$ cat config.mk
export PLATFORM = sky130hd
export DESIGN_NAME = clk_div_prog
export DESIGN_NICKNAME = d
export VERILOG_FILES = /design/src/rtl/clk_div_prog.sv
export SDC_FILE = /design/constraint.sdc
export NUM_CORES = 1
export LEC_CHECK = 0
export BUFFER_PORTS_ARGS = -buffer_cell sky130_fd_sc_hd__buf_2
export CORE_MARGIN = 3
export CORE_UTILIZATION = 60
export CTS_BUF_LIST = sky130_fd_sc_hd__clkbuf_2 sky130_fd_sc_hd__clkbuf_4 sky130_fd_sc_hd__clkbuf_8
export DETAILED_ROUTE_END_ITERATION = 10
export PLACE_DENSITY = 0.91
export SLEW_MARGIN = 20
export SYNTH_ARGS = -nofsm -noshare
export SYNTH_HDL_FRONTEND = slang
export SYNTH_SLANG_ARGS = --single-unit
$ cat constraint.sdc
create_clock -name clk -period 3.6 [get_ports clk]
set_clock_uncertainty 0.15 [all_clocks]
set_input_delay 0.54 -clock clk [delete_from_list [all_inputs] [get_ports clk]]
set_output_delay 0.54 -clock clk [all_outputs]
set_load 0.01 [all_outputs]
$ cat src/rtl/clk_div_prog.sv
// Programmable clock divider: registered 50% clk_out at f_clk/(2*D) plus a one-cycle tick enable.
// Latency: tick and the clk_out edge follow the wrap cycle by one clock; div_busy/div_err follow div_load by one clock.
// Backpressure: none; en freezes counting, div_load is always accepted (latest wins), zero divisor is rejected via div_err.
//
// Ports:
//   clk, rst       - system clock, synchronous active-high reset
//   en             - count enable (low freezes cnt/clk_out, no tick)
//   restart        - synchronous phase restart (cnt=0, clk_out=0, applies pending divisor)
//   div_val/_load  - new half-period divisor and its one-cycle qualifying strobe
//   clk_out, tick  - divided clock and its enable pulse
//   div_busy       - a loaded divisor is waiting for the next wrap/restart
//   div_err        - pulse when a zero divisor was offered
//
// Build option: define CLK_DIV_RISE_TICK_EN to pulse tick only on clk_out 0->1 transitions.
module clk_div_prog #(
  parameter int          CNT_W    = 19,
  parameter int unsigned DIV_INIT = 2
) (
  input  logic             clk,
  input  logic             rst,
  input  logic             en,
  input  logic             restart,
  input  logic [CNT_W-1:0] div_val,
  input  logic             div_load,
  output logic             clk_out,
  output logic             tick,
  output logic             div_busy,
  output logic             div_err
);

  logic [CNT_W-1:0] cnt, cnt_nxt;
  logic [CNT_W-1:0] div_act, div_act_nxt;
  logic [CNT_W-1:0] div_pend, div_pend_nxt;
  logic             pend_v, pend_v_nxt;
  logic             clk_out_nxt, tick_nxt, div_err_nxt;
  logic             wrap, load_ok;

  assign load_ok = div_load && (div_val != '0);
  // div_act is never zero (zero loads are rejected), so the subtraction cannot underflow.
  assign wrap    = en && (cnt == div_act - CNT_W'(1));

  always_comb begin
    cnt_nxt      = cnt;
    div_act_nxt  = div_act;
    div_pend_nxt = div_pend;
    pend_v_nxt   = pend_v;
    clk_out_nxt  = clk_out;
    tick_nxt     = 1'b0;
    div_err_nxt  = div_load && (div_val == '0);

    if (restart) begin
      // Forcing clk_out low is a phase reset, not a divided-clock edge: no tick.
      cnt_nxt     = '0;
      clk_out_nxt = 1'b0;
      if (pend_v) begin
        div_act_nxt = div_pend;
        pend_v_nxt  = 1'b0;
      end
    end else if (wrap) begin
      cnt_nxt     = '0;
      clk_out_nxt = ~clk_out;
`ifdef CLK_DIV_RISE_TICK_EN
      tick_nxt    = ~clk_out;
`else
      tick_nxt    = 1'b1;
`endif
      if (pend_v) begin
        div_act_nxt = div_pend;
        pend_v_nxt  = 1'b0;
      end
    end else if (en) begin
      cnt_nxt = cnt + CNT_W'(1);
    end

    // A load in the same cycle as a wrap or restart is never applied there:
    // only the previously pending value is consumed, the new one stays pending.
    if (load_ok) begin
      div_pend_nxt = div_val;
      pend_v_nxt   = 1'b1;
    end
  end

  always_ff @(posedge clk) begin
    if (rst) begin
      cnt      <= '0;
      div_act  <= CNT_W'(DIV_INIT);
      div_pend <= '0;
      pend_v   <= 1'b0;
      clk_out  <= 1'b0;
      tick     <= 1'b0;
      div_err  <= 1'b0;
    end else begin
      cnt      <= cnt_nxt;
      div_act  <= div_act_nxt;
      div_pend <= div_pend_nxt;
      pend_v   <= pend_v_nxt;
      clk_out  <= clk_out_nxt;
      tick     <= tick_nxt;
      div_err  <= div_err_nxt;
    end
  end

  assign div_busy = pend_v;

endmodule

* After elaboration in Yosys (flattened, before gate mapping)
Index checks and enable logic that the tools add are counted.
Word-level totals: flip-flop bits (word level) 61, bits of input ports 24, output and inout bits 4, word-level logic and storage cells 27
Operators by class: add/sub/neg operators 2, eq/ne operators 1, muxes and demuxes 7, bitwise logic cells 1, reductions and logical operators 9
Operators with widths (count):
- $mux W19 | 3
- $add A19 B1 Y19 const B | 1
- $eq A19 B19 Y1 | 1
- $logic_not A19 Y1 | 1
- $reduce_bool A19 Y1 | 1
- $sub A19 B1 Y19 const B | 1
- $mux W1 | 4
- $logic_and A1 B1 Y1 | 3
- $reduce_bool A3 Y1 | 1
- $reduce_or A3 Y1 | 1
- $reduce_bool A2 Y1 | 1
- $reduce_or A2 Y1 | 1
- $not A1 Y1 | 1

* Longest topological paths before layout
Gate-level depths: netlist of run 1.
word-level depth 6, mapped depth 11, mapped depth without buffers 9

* Worst setup path after synthesis of run 1
Ideal clock, no wire load.
path kind flip-flop to flip-flop, start point register div_act[0], end point register div_act[10], library setup time 0.072 ns, data arrival time 3.040 ns, data required time 3.378 ns, slack 0.339 ns, cell stages (with the launch flop) 12, buffers on the path 2, clock period less this slack 3.261 ns, cell sequence dfxtp_1 -> inv_1 -> ha_1 -> nand2_1 -> o31a_1 -> or4_1 -> or4_1 -> or4_4 -> o31ai_4 -> buf_6 -> buf_12 -> mux2i_1
On the way: word-level cells in the longest chain between the ends 4
Ends and longest elaborated chain:
- from (decl) | RTL line 32 | logic [CNT_W-1:0] div_act, div_act_nxt;
- from (signal assigned) | RTL line 86 | div_act <= CNT_W'(DIV_INIT);
- from (signal assigned) | RTL line 94 | div_act <= div_act_nxt;
- $sub A19 B1 Y19 | RTL line 40 | assign wrap = en && (cnt == div_act - CNT_W'(1));
- $eq A19 B19 Y1 | RTL line 40
- $logic_and A1 B1 Y1 | RTL line 40
- $reduce_bool A2 Y1 (no source line)
No other way between the ends. A chain may end at the register's enable or synchronous reset.

* Worst setup path after layout of run 1
start point register div_act[2], end point register div_act[7]
The elaborated chain is that of the path after synthesis.

==> run metrics, run 1 <==
status complete, no violations; initial core utilization between 60 and 70%; sequential area share after synthesis 37.4%; initial antenna violation count 0; Synth cell types 52; Pre-antenna DRT Iters 5; Worst-Margin Slew between 0.6 and 0.7 ns; mean number of vias per cell about 5.7; hold_sp restart; die height 79.8 um; Max Root-Sink Buffers 2; period utilization 95.8%; CTS buffer count 9; highest routed layer met4; # IOs 28; Layout Nets a little over 400; Slew headroom a little over half; area share of the largest cell type after synthesis a little under two fifths; Syn-to-layout area delta 10.3%; register bit total from synthesis 61; Placed Instances roughly 450; Vias ~2600; die area around 0.0064 mm2; switching power 380 uW; switching part of the total between 20% and 30%; final instance area about 0.0036 mm2; number of global-route vias before repair 2384; Async SR Flop Fraction 0%; Comb pwr share 10.9%; Hold Fails Final Rpt 0; H-tree depth 3; Mapped Cells roughly 370; Total Routing Usage GR 22.3%; Antenna Nets Post-Route 0; crit path kind reg2reg; Worst VDD drop about 0.00039 V; Core ar. 0.00517 mm2; area of the multi-input gates 0.00192 mm2; routed wire length around 6600 um; postcts setup bufs 0; Remaining DRCs 0; Worst setup SP type flop; TNS Setup 0 ns; met1 wire length around 3000 um; crit path launch div_act[2]$_SDFFE_PP0P_; Post-Syn Area around 0.0033 mm2; Non-Filler Instances approximately 460; final slew viol count 0; Placer Congestion just under 1; hold buffers post-CTS 0; I/O Buffers 27; cell accounting for the most synthesized area dfxtp_1; hpwl dp about 4800 um; first-pass GRT wire length 11000 um; initial DRC count approximately 160; met3 wire len between 300 and 400 um; Critical R2R Launch div_act[2]$_SDFFE_PP0P_; worst hold margin 0.231 ns; total grt overflow 0; CTS Sinks 61; Post-Syn Nets 394; Critical Path AT 3.58 ns; Die Span X approximately 80 um; Detail Route met2 WL about 3200 um; Power Density between 300 and 400 mW/mm2; cell at the root of the clock tree clkbuf_8; dpl ws approximately 0.21 ns; RSZ-0062 raised after global routing false; Fmax about 290 MHz; Leak approximately 0.0014 uW; # diodes 0; clock network power share approximately two fifths; Worst Path Max Fanout 19; Layout fillers about 390; largest net degree at the start of global routing 42; design internal power 1020 uW; worst setup margin between 0.15 and 0.2 ns; CP Data Required Time ~3.7 ns; Cell Rows 26; TritonCTS clock tree yes; Final Setup Violations 0; dpl cell area ~0.0034 mm2; Most used DFF post-synth dfxtp_1; worst-skew pair later-pin latency ~0.35 ns; part of the power in registers 50.8%; FF+latch area about 0.0012 mm2; Syn Area/Cell slightly below 9 um2; Worst Setup End Kind flop; Hold Crit Class in2reg; Wirelength per Cell 14.2 um; layout cells sized above 1 between 10% and 20%; fin crit period around 3.4 ns; clk slew on worst S/H paths about 0.07 ns; EDFF count, synth 0; synth top area cells dfxtp_1, mux2i_1, nand2b_1; R2R setup slack roughly 0.15 ns; synth warn 0; Max Cap Viol 0
==> per-stage QoR <==
step	utilization (%)	power [uW]
global placement	66.2	870
global route	69.6	1470
floorplan	-	837
finish	69.6	1400
CTS	69.5	1410
detailed placement	66.2	878
==> routing by layer <==
metal | vias up | global-route usage [%]
li1 | 1318 | -
met5 | - | 0
met2 | 71 | 35.8
met4 | 0 | 8.45
met3 | 8 | 7.45
met1 | 1250 | 27.7
==> state kept, by name (all words and copies together) (netlist names) <==
name,count
cnt,19
div_act,19
div_pend,19
clk_out,1
div_busy,1
div_err,1
tick,1
==> worst max-delay path: stages, from the launching register on <==
cell     delay [ns]
dfxtp_1        0.41
nor3_1         0.61
nand4_1        0.31
mux2i_1        0.19
or4_1          0.50
or4_4          0.55
o31ai_4        0.24
buf_12         0.22
mux2i_1        0.19
==> power by group through the flow <==
stage | Clock (uW) | Sequential, uW | Combinational [uW]
6_report | 537 | 713 | 152
5_1_grt | 585 | 715 | 168
4_1_cts | 549 | 712 | 152
3_5_place_dp | 0 | 727 | 151
3_3_place_gp | 0 | 726 | 145
2_1_floorplan | 0 | 721 | 115
==> final cells by class <==
type | instances | share of cell area, %
multi-input cells | 281 | 53.2
well taps | 70 | 2.43
flip-flops and latches | 61 | 33.9
inverters | 3 | 0.313
repair buffers | 33 | 5.35
clock inverters | 6 | 1.08
clock buffers | 10 | 3.65
==> Yosys cell counts, drive strengths merged (3+ instances only) <==
cell type,count
a21boi,3
a21oi,4
and3,5
and4,3
buf,6
clkbuf,17
dfxtp,61
inv,3
mux2i,38
nand2,16
nand2b,41
nand3,9
nand4,12
nor2,52
nor3,6
nor4,7
o21ai,6
o22ai,3
or3,4
or4,6
xnor2,13
xor2,24
==> layout by cell type, fill, tap and decap left out, types with 2 or more instances in the layout <==
cell type / netlist / final
nor3_1: 5 / 5
a21boi_0: 2 / 2
o22ai_1: 3 / 3
o31a_1: 2 / 2
xnor2_1: 12 / 12
ha_1: 2 / 2
inv_1: 3 / 3
or4_1: 5 / 5
o21ai_1: 1 / 2
nand4_1: 12 / 12
and4_1: 3 / 3
nand2_1: 16 / 16
nor2b_1: 2 / 2
o21ai_0: 5 / 4
nor4_1: 7 / 7
and3_1: 5 / 5
nor2_1: 52 / 52
or3_1: 3 / 3
mux2i_1: 38 / 38
buf_2: 3 / 27
buf_4: 0 / 5
nand3b_1: 2 / 2
nand2b_1: 41 / 41
a21oi_1: 4 / 4
mux2_2: 2 / 2
dfxtp_1: 61 / 61
xor2_1: 24 / 24
and2_1: 2 / 2
clkbuf_8: 0 / 9
nand3_1: 9 / 9
clkinvlp_4: 0 / 2
clkinv_2: 0 / 3
==> path summary, 6_finish.rpt <==
check,to,depth (start not counted)
worst min register to register,div_pend[7]$_SDFFE_PP0P_,2
worst max-delay path,div_act[7]$_SDFFE_PP0P_,8
worst max register to register,div_act[7]$_SDFFE_PP0P_,8
worst min-delay path,tick$_SDFF_PP0_,2
==> kinds of logic (layout without fill, tap and decap cells) <==
family | after synthesis | after routing | synth area share (%)
muxes | 40 | 40 | 12.3
adders and majority gates | 2 | 2 | 0.766
buffers and inverters | 26 | 52 | 4.06
DFF | 61 | 61 | 37.4
xor gates and xnor gates | 37 | 37 | 10.2
and+or+nand+nor | 174 | 174 | 28.9
AOI/OAI and AO/OA | 28 | 28 | 6.36
==> what timing repair did <==
action | in CTS | in global routing
resized for setup | 0 | 1
hold endpoints to repair | 0 | 0
endpoints found under the setup margin | 0 | 19
(Power assumes the default switching activity.)
==> run 2, diff against run 1 <==
- CORE_MARGIN: 3 -> 2
- clock period: 3.6 -> 3.96 ns (I/O delays scaled with it)
==> run metrics, run 2 (synthesis gave the netlist of run 1 again) <==
clk slew on worst S/H paths about 0.07 ns; H-tree depth 3; crit path cell chain inv_1, ha_1, xor2_1, nand3_1, or4_1, or4_1, or4_4, o31ai_4, buf_4, mux2i_1; initial core utilization a little over three fifths; Placer Congestion 0.893; Pre-antenna DRT Iters 6; Remaining DRCs 0; layer with the highest usage met2; Fmax 281 MHz; Worst VDD drop 0.000350 V; worst setup margin 0.395 ns; dpl ws about 0.47 ns; Syn-to-layout area delta 9.24%; Layout fillers a little under 400; die height between 70 and 80 um; hpwl dp about 4800 um; TritonCTS clock tree yes; crit-path max cell delay roughly 0.54 ns; Worst Setup End Kind flop; Worst setup SP type flop; CTS Sinks 61; worst hold margin approximately 0.29 ns; Hold Crit Class in2reg; CP Data Required Time 4.07 ns; met2 usage ~40%; Power Density 355 mW/mm2; total grt overflow 0; commonest non-fill, non-tap cell in the layout dfxtp_1; die area 0.00605 mm2; Die Span X 77.8 um; Max Cap Viol 0; fin crit period 3.56 ns; Vias between 2000 and 3000; TNS Setup 0 ns; Wirelength per Cell approximately 14 um; first-pass GRT wire length 12000 um; FF+latch area between 0.001 and 0.0015 mm2; Total Routing Usage GR approximately a quarter; # diodes 0; Leak ~0.0014 uW; Worst-Margin Slew slightly above 0.7 ns; I/O Buffers 27; period utilization between 90% and 100%; Final Setup Violations 0; status complete, no violations; Antenna Nets Post-Route 0; R2R setup slack between 0.3 and 0.4 ns; Worst Path Max Fanout 19; largest net degree at the start of global routing 38; hold buffers post-CTS 0; R2R Path End div_act[11]$_SDFFE_PP0P_; CTS resizes 0; Cell Rows 26; layout cells sized above 1 ~14%; most frequent cells in the layout dfxtp_1, nor2_1, nand2b_1, mux2i_1, buf_2; worst-skew pair later-pin latency 0.34 ns; Critical Path AT roughly 3.7 ns; mean number of vias per cell about 5.9; Slew headroom 51.6%; initial antenna violation count 0; Largest regs cnt: 19 flops, div_act: 19 flops, div_pend: 19 flops; final slew viol count 0; RSZ-0062 raised after global routing false; crit path kind reg2reg; Hold Fails Final Rpt 0; CTS buffer count 9; Critical R2R Launch div_act[0]$_SDFFE_PP0P_; initial DRC count 240; met3 Usage GRT 8.14%; # IOs 28; Core ar. about 0.0052 mm2; routed wire length around 6700 um; M1 GR Usage 31.5%; Layout Nets ~410; postcts setup bufs 0; number of global-route vias before repair 2629; final core area utilization between 60 and 70%; worst reg-to-reg path cell count 10; cell at the root of the clock tree clkbuf_8; Max Root-Sink Buffers 2; crit-path most repeated cell or4_1; crit path launch div_act[0]$_SDFFE_PP0P_; Critical-path top delay cell or4_1; area of the multi-input gates 0.00191 mm2; CP endpoint div_act[11]$_SDFFE_PP0P_
==> run 2: cell count changes in the layout (fill, tap and decap cells not counted) <==
cell      delta
buf_12       -1
buf_4        -1
clkbuf_8     +1
clkinv_2     -1
inv_6        -1
nor4b_1      +1
nor4b_2      -1
==> run 2: worst min path at each step <==
stage,depth (start not counted),startpoint,to,slack (ns)
floorplan,2,div_pend[5]$_SDFFE_PP0P_,div_pend[5]$_SDFFE_PP0P_,0.29
global placement,2,div_pend[5]$_SDFFE_PP0P_,div_pend[5]$_SDFFE_PP0P_,0.29
detailed placement,2,div_pend[7]$_SDFFE_PP0P_,div_pend[7]$_SDFFE_PP0P_,0.30
CTS,2,restart,tick$_SDFF_PP0_,0.29
global route,2,restart,tick$_SDFF_PP0_,0.29
finish,2,restart,tick$_SDFF_PP0_,0.29
==> run 2: where the power goes <==
part / internal, uW / switching [uW]
combinational: 63.6 / 72.3
sequential: 632 / 16.9
clock: 245 / 238
total: 940 / 327
==> run 2: layer usage <==
metal,vias up,wire length [um],part of all wire [%]
met4,0,91,1.4
met3,13,427,6.4
met5,-,0,0
met1,1280,3020,45
met2,109,3130,47
li1,1317,-,-
==> run 2: critical path, delay by kind of cell, from the launching register on <==
family / cells / cell delay, ns
AOI/OAI and AO/OA: 1 / 0.18
xor gates and xnor gates: 1 / 0.17
adders and majority gates: 1 / 0.32
buffers and inverters: 2 / 0.41
DFF: 1 / 0.43
muxes: 1 / 0.25
and+or+nand+nor: 4 / 1.58
==> run 2: layout make-up <==
type / instances / area share (%)
timing repair buffer: 31 / 4.63
clock buffer: 11 / 4.07
clock inverter: 4 / 0.702
inverter: 3 / 0.316
multi-input combinational: 281 / 53.6
sequential: 61 / 34.2
tap: 70 / 2.46
==> run 2: stage by stage <==
stage / area, um2 / std cells / total power [uW]
2_1_floorplan: 3260 / 368 / 761
3_3_place_gp: 3400 / 446 / 789
3_5_place_dp: 3400 / 446 / 795
4_1_cts: 3570 / 461 / 1270
5_1_grt: 3570 / 461 / 1320
6_report: 3570 / 461 / 1270
==> run 3, diff against run 2 <==
- CORE_UTILIZATION: 60 -> 55
- PLACE_DENSITY: 0.91 -> 0.85
==> run metrics, run 3 (synthesis gave the netlist of run 1 again) <==
status complete, no violations; number of global-route vias before repair ~2400; fin crit period approximately 3.6 ns; Worst-Margin Slew between 0.7 and 0.8 ns; TritonCTS clock tree yes; crit path cell chain inv_1, ha_1, nand2_1, o31a_1, or4_1, or4_1, or4_4, o31ai_4, buf_4, mux2i_1; cell at the root of the clock tree clkbuf_8; Worst Setup End Kind flop; crit-path leading delay family simple AND/OR/NAND/NOR gates; design internal power about 1100 uW; clock network power share roughly 45%; Pre-antenna DRT Iters 4; Worst Path Max Fanout 19; Comb pwr share under 10%; Critical R2R Launch div_act[0]$_SDFFE_PP0P_; dpl cell area roughly 0.0034 mm2; Placer Congestion 0.926; commonest non-fill, non-tap cell in the layout dfxtp_1; Fmax ~280 MHz; M1 GR Usage around 28%; hold path cells 2; first-pass GRT wire length about 11000 um; most frequent cells in the layout dfxtp_1, nor2_1, nand2b_1, mux2i_1, buf_2; final core area utilization about 62%; worst reg-to-reg path cell count 10; routed wire length 6580 um; H-tree depth 3; Wirelength per Cell about 14 um; Vias 2659; Core ar. 0.00582 mm2; initial core utilization 56.1%; R2R setup slack roughly 0.35 ns; mean number of vias per cell between 5 and 6; Hold Fails Final Rpt 0; total grt overflow 0; Antenna Nets Post-Route 0; CTS buffer count 9; Worst VDD drop between 0.0002 and 0.0003 V; # IOs 28; switching power around 340 uW; largest net degree at the start of global routing between 60 and 70; Remaining DRCs 0; worst-skew pair later-pin latency around 0.34 ns; Cell Rows 28; postcts setup bufs 0; FF+latch area ~0.0012 mm2; Worst setup SP type flop; met3 Usage GRT under 10%; clk slew on worst S/H paths ~0.070 ns; initial antenna violation count 0; die area about 0.0066 mm2; Leak ~0.0014 uW; Power Density between 300 and 400 mW/mm2; Hold Crit Class in2reg; Slew headroom approximately 47%; CP Data Required Time 4.08 ns; Critical-path top delay cell or4_1; # diodes 0; CTS resizes 0; Total Routing Usage GR between 20% and 30%; final slew viol count 0; initial DRC count around 200; hold buffers post-CTS 0; area of the multi-input gates approximately 0.0019 mm2; Layout fillers roughly 500; crit-path most repeated cell or4_1; final instance area between 0.003 and 0.004 mm2; Max Root-Sink Buffers 2; Max Cap Viol 0; part of the power in registers 45.5%; RSZ-0062 raised after global routing false; CTS Sinks 61; Layout Nets approximately 400; Largest regs cnt: 19 flops, div_act: 19 flops, div_pend: 19 flops; I/O Buffers 27; switching part of the total 23.8%; period utilization approximately 91%; R2R Path End div_act[8]$_SDFFE_PP0P_; crit path kind reg2reg; hpwl dp roughly 4700 um; CP Buf/Inv Count 2; layer with the highest usage met2; layout cells sized above 1 roughly 14%; Critical Path AT ~3.7 ns; WHS Endpoint tick$_SDFF_PP0_; TNS Setup 0 ns; hold_sp restart; Final Setup Violations 0; crit-path max cell delay 0.57 ns; die height slightly above 80 um; Die Span X 81.0 um; Syn-to-layout area delta 11.2%; met2 usage between 30% and 40%
[run 3: cell types whose count changed in the layout (fill, tap and decap cells not counted), sizes merged]
cell      change
buf           -1
clkinv        +1
clkinvlp      -2
bufinv        +2
[run 3: through the flow]
step                power, uW  setup WS (ns)  std cells  hold slack (ns)
finish                   1420          0.355        466            0.306
global route             1480          0.211        466            0.299
CTS                      1430          0.366        466            0.297
detailed placement        795          0.433        450            0.307
global placement          789          0.492        450            0.294
floorplan                 761          0.699        368            0.287
[run 3: per-layer routing]
metal	vias up	routed length [um]	share of wire (%)
met5	-	0	0
met4	0	136	2.1
met3	16	411	6.2
met2	75	3050	46
met1	1259	2980	45
li1	1309	-	-
[run 3: area by class of cell]
cell class,count,share of cell area [%]
sequential,61,33.7
tap,75,2.59
multi-input combinational,281,52.7
clock buffer,11,4.17
timing repair buffer,30,4.34
clock inverter,5,2.28
inverter,3,0.310
[run 3: worst max-delay path by stage]
stage | start | endpoint | slack (ns) | cells past startpoint
after global placement | div_act[0]$_SDFFE_PP0P_ | div_act[2]$_SDFFE_PP0P_ | 0.49 | 10
after detailed placement | div_act[0]$_SDFFE_PP0P_ | div_act[3]$_SDFFE_PP0P_ | 0.43 | 10
after floorplan | div_act[0]$_SDFFE_PP0P_ | div_act[10]$_SDFFE_PP0P_ | 0.70 | 11
after CTS | div_act[0]$_SDFFE_PP0P_ | div_act[8]$_SDFFE_PP0P_ | 0.37 | 10
final | div_act[0]$_SDFFE_PP0P_ | div_act[8]$_SDFFE_PP0P_ | 0.35 | 10
after global routing | div_act[2]$_SDFFE_PP0P_ | div_act[8]$_SDFFE_PP0P_ | 0.21 | 8
[run 3: power by group through the flow]
stage                     clock, uW  combinational [uW]  sequential, uW
after floorplan                   0                 105             656
after global placement            0                 129             661
after detailed placement          0                 133             662
after CTS                       649                 134             648
after global routing            679                 149             650
final                           641                 134             648
[run 3: worst register-to-register path: cells and delay by family (launching register included)]
kind                       cells  cell delay (ns)
muxes                          1             0.24
DFF                            1             0.37
AOI/OAI and AO/OA              2             0.44
buffers and inverters          2             0.42
adders and majority gates      1             0.25
and+or+nand+nor                4             1.68
